==> src/rtl/alu_pkg.sv <==
// Shared ALU encodings: opcode values and status-flag bit positions.
package alu_pkg;

    typedef enum logic [1:0] {
        OP_AND = 2'b00,
        OP_OR  = 2'b01,
        OP_XOR = 2'b10,
        OP_ADD = 2'b11
    } op_e;

    localparam int FLAGS_W = 4;
    localparam int FLG_P   = 0;
    localparam int FLG_Z   = 1;
    localparam int FLG_N   = 2;
    localparam int FLG_C   = 3;

endpackage

==> src/rtl/skid_buf.sv <==
// Generic 2-entry valid/ready buffer. The main entry drives the output and the
// skid entry catches one beat that was accepted while the output was stalled.
// in_ready comes straight from a flop so upstream sees no combinational path
// from out_ready.
module skid_buf #(
    parameter int DATA_W = 36
) (
    input  logic              clk,
    input  logic              rst_n,
    input  logic              in_valid,
    output logic              in_ready,
    input  logic [DATA_W-1:0] in_data,
    output logic              out_valid,
    input  logic              out_ready,
    output logic [DATA_W-1:0] out_data
);

    logic              r_main_valid;
    logic              r_skid_valid;
    logic              r_in_ready;
    logic [DATA_W-1:0] r_main_data;
    logic [DATA_W-1:0] r_skid_data;

    logic w_in_acc;
    logic w_out_xfer;
    logic w_load_main;
    logic w_load_skid;
    logic w_skid_to_main;
    logic w_main_valid_nxt;
    logic w_skid_valid_nxt;

    assign w_in_acc   = in_valid & r_in_ready;
    assign w_out_xfer = r_main_valid & out_ready;

    // Decide where an accepted beat lands and how occupancy changes.
    always_comb begin
        w_load_main      = 1'b0;
        w_load_skid      = 1'b0;
        w_skid_to_main   = 1'b0;
        w_main_valid_nxt = r_main_valid;
        w_skid_valid_nxt = r_skid_valid;
        if (r_skid_valid) begin
            // Skid full means in_ready is low, so no accept can collide here.
            if (w_out_xfer) begin
                w_skid_to_main   = 1'b1;
                w_skid_valid_nxt = 1'b0;
            end
        end else if (w_in_acc) begin
            if (!r_main_valid || out_ready) begin
                w_load_main      = 1'b1;
                w_main_valid_nxt = 1'b1;
            end else begin
                w_load_skid      = 1'b1;
                w_skid_valid_nxt = 1'b1;
            end
        end else if (w_out_xfer) begin
            w_main_valid_nxt = 1'b0;
        end
    end

    // Occupancy flags and the registered ready.
    always_ff @(posedge clk or negedge rst_n) begin
        if (!rst_n) begin
            r_main_valid <= 1'b0;
            r_skid_valid <= 1'b0;
            r_in_ready   <= 1'b1;
        end else begin
            r_main_valid <= w_main_valid_nxt;
            r_skid_valid <= w_skid_valid_nxt;
            r_in_ready   <= ~w_skid_valid_nxt;
        end
    end

    // Payload storage; main is cleared on reset so the output reads zero.
    always_ff @(posedge clk or negedge rst_n) begin
        if (!rst_n) begin
            r_main_data <= '0;
            r_skid_data <= '0;
        end else begin
            if (w_skid_to_main) begin
                r_main_data <= r_skid_data;
            end else if (w_load_main) begin
                r_main_data <= in_data;
            end
            if (w_load_skid) begin
                r_skid_data <= in_data;
            end
        end
    end

    assign in_ready  = r_in_ready;
    assign out_valid = r_main_valid;
    assign out_data  = r_main_data;

endmodule

==> src/rtl/alu_result_stage.sv <==
// Registered ALU output stage: picks one unit result by opcode, derives
// {C,N,Z,P} flags, and hands result+flags to writeback through a skid buffer.
// Also counts completed output transfers with a saturating counter.
module alu_result_stage
    import alu_pkg::*;
#(
    parameter int WIDTH = 32,
    parameter int CNT_W = 16
) (
    input  logic               clk,
    input  logic               rst_n,
    input  logic               in_valid,
    output logic               in_ready,
    input  logic [1:0]         op,
    input  logic [WIDTH-1:0]   and_res,
    input  logic [WIDTH-1:0]   or_res,
    input  logic [WIDTH-1:0]   xor_res,
    input  logic [WIDTH-1:0]   add_res,
    input  logic               add_cout,
    output logic               out_valid,
    input  logic               out_ready,
    output logic [WIDTH-1:0]   res,
    output logic [FLAGS_W-1:0] flags,
    output logic [CNT_W-1:0]   xfer_cnt
);

    localparam logic [CNT_W-1:0] CNT_ONE = CNT_W'(1);
    localparam logic [CNT_W-1:0] CNT_MAX = '1;

    function automatic logic [FLAGS_W-1:0] calc_flags(
        input logic [WIDTH-1:0] r,
        input logic             c
    );
        logic [FLAGS_W-1:0] f;
        f        = '0;
        f[FLG_P] = ^r;
        f[FLG_Z] = (r == '0);
        f[FLG_N] = r[WIDTH-1];
        f[FLG_C] = c;
        return f;
    endfunction

    op_e                      w_op;
    logic [WIDTH-1:0]         w_res_d;
    logic                     w_cout_d;
    logic [WIDTH+FLAGS_W-1:0] w_beat_in;
    logic [WIDTH+FLAGS_W-1:0] w_beat_out;
    logic                     w_out_valid;
    logic [CNT_W-1:0]         r_xfer_cnt;

    assign w_op = op_e'(op);

    // Result mux; carry is only meaningful for the adder.
    always_comb begin
        w_res_d  = and_res;
        w_cout_d = 1'b0;
        case (w_op)
            OP_AND: w_res_d = and_res;
            OP_OR:  w_res_d = or_res;
            OP_XOR: w_res_d = xor_res;
            OP_ADD: begin
                w_res_d  = add_res;
                w_cout_d = add_cout;
            end
            default: w_res_d = and_res;
        endcase
    end

    assign w_beat_in = {calc_flags(w_res_d, w_cout_d), w_res_d};

    skid_buf #(
        .DATA_W(WIDTH + FLAGS_W)
    ) u_skid (
        .clk      (clk),
        .rst_n    (rst_n),
        .in_valid (in_valid),
        .in_ready (in_ready),
        .in_data  (w_beat_in),
        .out_valid(w_out_valid),
        .out_ready(out_ready),
        .out_data (w_beat_out)
    );

    // Count output handshakes, sticking at the maximum value.
    always_ff @(posedge clk or negedge rst_n) begin
        if (!rst_n) begin
            r_xfer_cnt <= '0;
        end else if (w_out_valid && out_ready && (r_xfer_cnt != CNT_MAX)) begin
            r_xfer_cnt <= r_xfer_cnt + CNT_ONE;
        end
    end

    assign out_valid = w_out_valid;
    assign res       = w_beat_out[WIDTH-1:0];
    assign flags     = w_beat_out[WIDTH+FLAGS_W-1:WIDTH];
    assign xfer_cnt  = r_xfer_cnt;

endmodule

==> config.mk <==
export PLATFORM = sky130hd
export DESIGN_NAME = alu_result_stage
export DESIGN_NICKNAME = d
export VERILOG_FILES = /design/src/rtl/alu_pkg.sv /design/src/rtl/skid_buf.sv /design/src/rtl/alu_result_stage.sv
export SDC_FILE = /design/constraint.sdc
export NUM_CORES = 1
export LEC_CHECK = 0
export BUFFER_PORTS_ARGS = -buffer_cell sky130_fd_sc_hd__buf_2
export CORE_MARGIN = 2
export CORE_UTILIZATION = 50
export CTS_CLUSTER_DIAMETER = 60
export DETAILED_ROUTE_END_ITERATION = 10
export MAX_ROUTING_LAYER = met4
export PLACE_DENSITY = 0.88
export SYNTH_ARGS = -nofsm -noshare
export SYNTH_HDL_FRONTEND = slang
export SYNTH_SLANG_ARGS = --single-unit
==> constraint.sdc <==
create_clock -name clk -period 2.1 [get_ports clk]
set_clock_uncertainty 0.05 [all_clocks]
set_input_delay 0.315 -clock clk [delete_from_list [all_inputs] [get_ports clk]]
set_output_delay 0.315 -clock clk [all_outputs]
set_load 0.03 [all_outputs]
---- Word-level counts from Yosys, hierarchy flattened ----
Index checks and enable logic that the tools add are counted.
operators by class
  equal/unequal tests ..................... 5
  bitwise operators ....................... 4
  reductions and logical operators ........ 10
  mux-type cells .......................... 17
  add/subtract/negate cells ............... 1
operator list
  operator               count
  $pmux 32 s4            1
  $mux 36                2
  $logic_not 32->1       1
  $reduce_xor 32->1      1
  $add 16x1->16 const B  1
  $ne 16x16->1 const B   1
  $mux 1                 14
  $eq 2x2->1 const B     2
  $reduce_bool 2->1      2
  $reduce_and 3->1       1
  $and 1x1->1            2
  $eq 2x1->1 const B     1
  $logic_and 1x1->1      2
  $logic_not 2->1        1
  $ne 2x2->1 const B     1
  $not 1->1              2
  $logic_not 1->1        1
  $logic_or 1x1->1       1
word-level totals
  output and inout port bits .............. 54
  register bits ........................... 91

---- Depth between registers and ports, before layout ----
  word-level depth ........................ 7
  mapped depth ............................ 10
  depth with buffers taken out ............ 8

---- Modules after synthesis ----
A second synthesis with hierarchy kept.
unflattened totals
  cell total of the unflattened synthesis .. 386
  area total of the unflattened synthesis .. 5680.4 um^2
by module, submodules not included
  module            instances  area an instance (um^2)  cells each
  skid_buf          1          3557.2                   205
  alu_result_stage  1          2123.3                   181

---- Worst setup path before layout ----
OpenSTA, ideal clock, no wires.
  kind .................................... input port to flip-flop
  start point ............................. in op[0]
  end point ............................... reg u_skid.r_main_data[32], in the netlist u_skid.out_data[32]
  path slack .............................. -0.393 ns
  buffers on the path ..................... 2
  setup time .............................. 0.131 ns
  stages .................................. 10
  arrival time ............................ 2.312 ns
  cell sequence ........................... buf_2 > buf_2 > mux4_2 > inv_1 > ha_1 > xnor2_1 > xnor2_1 > xnor2_1 > xnor2_1 > o21ai_0
between the ends
  word-level cells in the longest chain between the ends .. 5
ends and longest elaborated chain
  element                                   line                    text
  start: declaration                        alu_result_stage.sv:14  input logic [1:0] op,
  $eq 2x2->1, or another cell as far along  alu_result_stage.sv:57  case (w_op)
  $pmux 32 s4 *                             alu_result_stage.sv:57
  $reduce_xor 32->1 *                       alu_result_stage.sv:36  f[FLG_P] = ^r;
  $mux 36 *                                 skid_buf.sv:82          end else if (w_load_main) begin
  $mux 36 *                                 skid_buf.sv:80          if (w_skid_to_main) begin
  end signal: assignment                    skid_buf.sv:81          r_main_data <= r_skid_data;
  end signal: assignment                    skid_buf.sv:83          r_main_data <= in_data;
  end: declaration                          skid_buf.sv:21          logic [DATA_W-1:0] r_main_data;
Mark *: on every way between the ends. The rest lies on a longest branch, timed or not. The select of a mux whose other input is x is not followed.
A chain may end at the register's enable or synchronous reset.

---- Worst setup path in the final report ----
  start point ............................. in op[0]
  end point ............................... reg u_skid.r_skid_data[32]
between the ends
  word-level cells in the longest chain between the ends .. 3
ends and longest elaborated chain
  element                                   line                    text
  $eq 2x2->1, or another cell as far along  alu_result_stage.sv:57
  $pmux 32 s4 *                             alu_result_stage.sv:57
  $reduce_xor 32->1 *                       alu_result_stage.sv:36
  end signal: assignment                    skid_buf.sv:86          r_skid_data <= in_data;
  end: declaration                          skid_buf.sv:22          logic [DATA_W-1:0] r_skid_data;
Mark *: on every way between the ends. The rest lies on a longest branch, timed or not.

==> flow_metrics.tcl <==
set metrics [dict create \
    status "finished clean" \
    rows 36 \
    met1_usage_pct 32.5 \
    drv_slew 0 \
    grt_overflow_total 0 \
    rsz0062_at_grt "yes" \
    finalNonFillerCells 776 \
    clock-root-buffer "clkbuf_8" \
    grt_max_degree 38 \
    dpl.hpwl_um 9980 \
    clk_pin_slew_ps 100 \
    num_antenna_cells 0 \
    grt_first_pass_wirelength_um 20700 \
    drtPass1Iterations 5 \
    slew_headroom_pct 38.5 \
    arrival_ps 2290 \
    cts_tree "done" \
    multi_input_area_um2 2640 \
    synth_edf_count 0 \
    clock-sinks 89 \
    yosysSeqAreaShare_pct 45.3 \
    use_met3_pct 4.64 \
    synthFlopType "dfrtp_1" \
    finalHoldViolations 0 \
    max_freq_mhz 477 \
    total_leakage_power_nw 3.41 \
    initial_core_util_pct 51.0 \
    synth_area_um2 4920 \
    setup_violations 0 \
    r2r_start "u_skid.out_valid$_DFFE_PN0P_" \
    worstMarginPinSlew_ps 921 \
    clock_latency_ps 360 \
    die_w_um 103 \
    area_growth_pct 37.5 \
    yosysUniqueCellTypes 36 \
    post-route-period-util_pct 99.9 \
    drc_errors 0 \
    yosysWarnings 0 \
    first_global_vias 4313 \
    synth_cells 422 \
    cts_made_buffers 9 \
    via_per_inst 5.54 \
    final_common_cell "buf_2" \
    vias 4298 \
    maxCapViolations 0 \
    worstPathRequired_ps 2290 \
    core_area_um2 9640 \
    gp_congestion 0.869 \
    dp.cells 748 \
    synthesis.nets 574 \
    post-route-util_pct 70.2 \
    grtUsageMet2_pct 44.2 \
    antenna_found_initial 0 \
    cp_max_fo 8 \
    hp-class "in -> reg" \
    fillers 710 \
    holdWs_ps 179 \
    path_class "in -> reg" \
    register_area_um2 2230 \
    detail_route.iter0.violations 165 \
    mostFrequentLayoutCells "186 x buf_2, 88 x dfrtp_1, 78 x nand2_1" \
    wl_per_cell_um 18.0 \
    finalPower_mw 7.56 \
    fin_tns_setup_ps 0 \
    drt-total-wl_um 14000 \
    dieArea_um2 10600 \
    busiest_layer "met2" \
    ys_ff_latch 89 \
    fin_nets 790 \
    start_kind "primary input" \
    drive_gt1_share_pct 53.5 \
    cts_max_level 3 \
    min_from "add_cout" \
    cp-end-kind "register" \
    ir_drop_v 0.000572 \
    power_density_nw_per_um2 1120 \
    avgSynthCellArea_um2 11.7 \
    finalCriticalPeriod_ps 2100 \
    portBuffers 188 \
    ant_nets 0 \
    io_pins 189 \
    globalRouteTotalUtil_pct 26.6 \
    clockBufferDepth 2 \
    crit_start "op[0]" \
    async_flop_share_pct 100 \
    die_y_um 103 \
]
-- flip-flops by register name, summed over array words and instances, names as in the netlist --
register and cells:
u_skid.r_skid_data 35, u_skid.out_data 35, u_skid.r_skid_valid 1, xfer_cnt 16
u_skid.out_valid 1, u_skid.in_ready 1
-- layout make-up --
class,instances,share of cell area (%)
repair buffers,227,20.8
clock inverters,7,0.814
flip-flops and latches,89,32.9
multi-input cells,272,39.0
clock buffers,9,1.83
inverters,39,2.16
well taps,133,2.46
-- path summary, 6_finish.rpt --
path | to | slack [ps] | cells past startpoint
min in group asynchronous | xfer_cnt[10]$_DFFE_PN0P_ | 410 | 2
worst max register to register | u_skid.out_data[32]$_DFFE_PN0P_ | 210 | 4
worst min-delay path | u_skid.r_skid_data[35]$_DFFE_PN0P_ | 180 | 3
worst min register to register | u_skid.out_data[30]$_DFFE_PN0P_ | 430 | 2
worst max-delay path | u_skid.r_skid_data[32]$_DFFE_PN0P_ | 2 | 10
max in group asynchronous | u_skid.out_valid$_DFFE_PN0P_ | 960 | 3
-- Yosys cell counts, types with 5 or more instances --
cell       n  area [µm²]
a22oi_1   34         255
buf_2      7        35.0
buf_4      5        37.5
clkbuf_1   8        30.0
dfrtp_1   88        2200
ha_1      17         213
inv_1     39         146
mux2_2    34         383
mux4_2    32         721
nand2_1   78         293
nand3_1    7        35.0
nand4_1    8        50.1
nor2_1     7        26.3
xnor2_1   19         166
xor2_1     9        78.8
-- metrics by stage --
step,setup WS [ps],cell area (µm²)
after floorplan,-157,4970
after global placement,-461,6210
after detailed placement,-479,6210
after CTS,22.1,6550
after global routing,-55.1,6770
final,1.86,6770
-- report_power, final --
| group | switching, mW | leakage [nW] | internal, mW | total [mW] |
|---|---|---|---|---|
| clock | 0.668 | 0.0915 | 0.443 | 1.11 |
| combinational | 2.08 | 2.22 | 1.47 | 3.55 |
| sequential | 0.457 | 1.10 | 2.44 | 2.90 |
| total | 3.20 | 3.41 | 4.36 | 7.56 |
-- logic make-up after synthesis --
group           count (synthesis)  synth area share, %
fa+ha+maj                      17                 4.32
xor+xnor                       28                 4.98
buf+inv                        61                 5.21
mux                            67                 22.7
simple gates                  115                 10.5
compound gates                 45                 6.94
flops                          89                 45.3
-- critical path, stage by stage --
cell	delay, ps
buf_16	130
buf_12	150
mux4_2	550
inv_1	120
ha_4	220
xor2_2	180
xnor2_2	150
xnor2_1	190
xnor2_1	160
a21oi_1	100
-- per-layer routing --
| layer | vias to the layer above | share of wire (%) |
|---|---|---|
| met5 | - | 0 |
| met2 | 217 | 52 |
| met4 | 0 | 2.4 |
| met1 | 2129 | 39 |
| li1 | 1921 | - |
| met3 | 31 | 6.6 |
-- what timing repair did --
item                                    4_1_cts  5_1_grt
gates resized for setup                      11       24
buffers inserted                              6        1
endpoints found under the setup margin        2        2
pin swaps                                     5       11
cloned                                        2        2
hold buffers                                  1        0
hold endpoints to repair                     34        0
(Power assumes the default switching activity.)
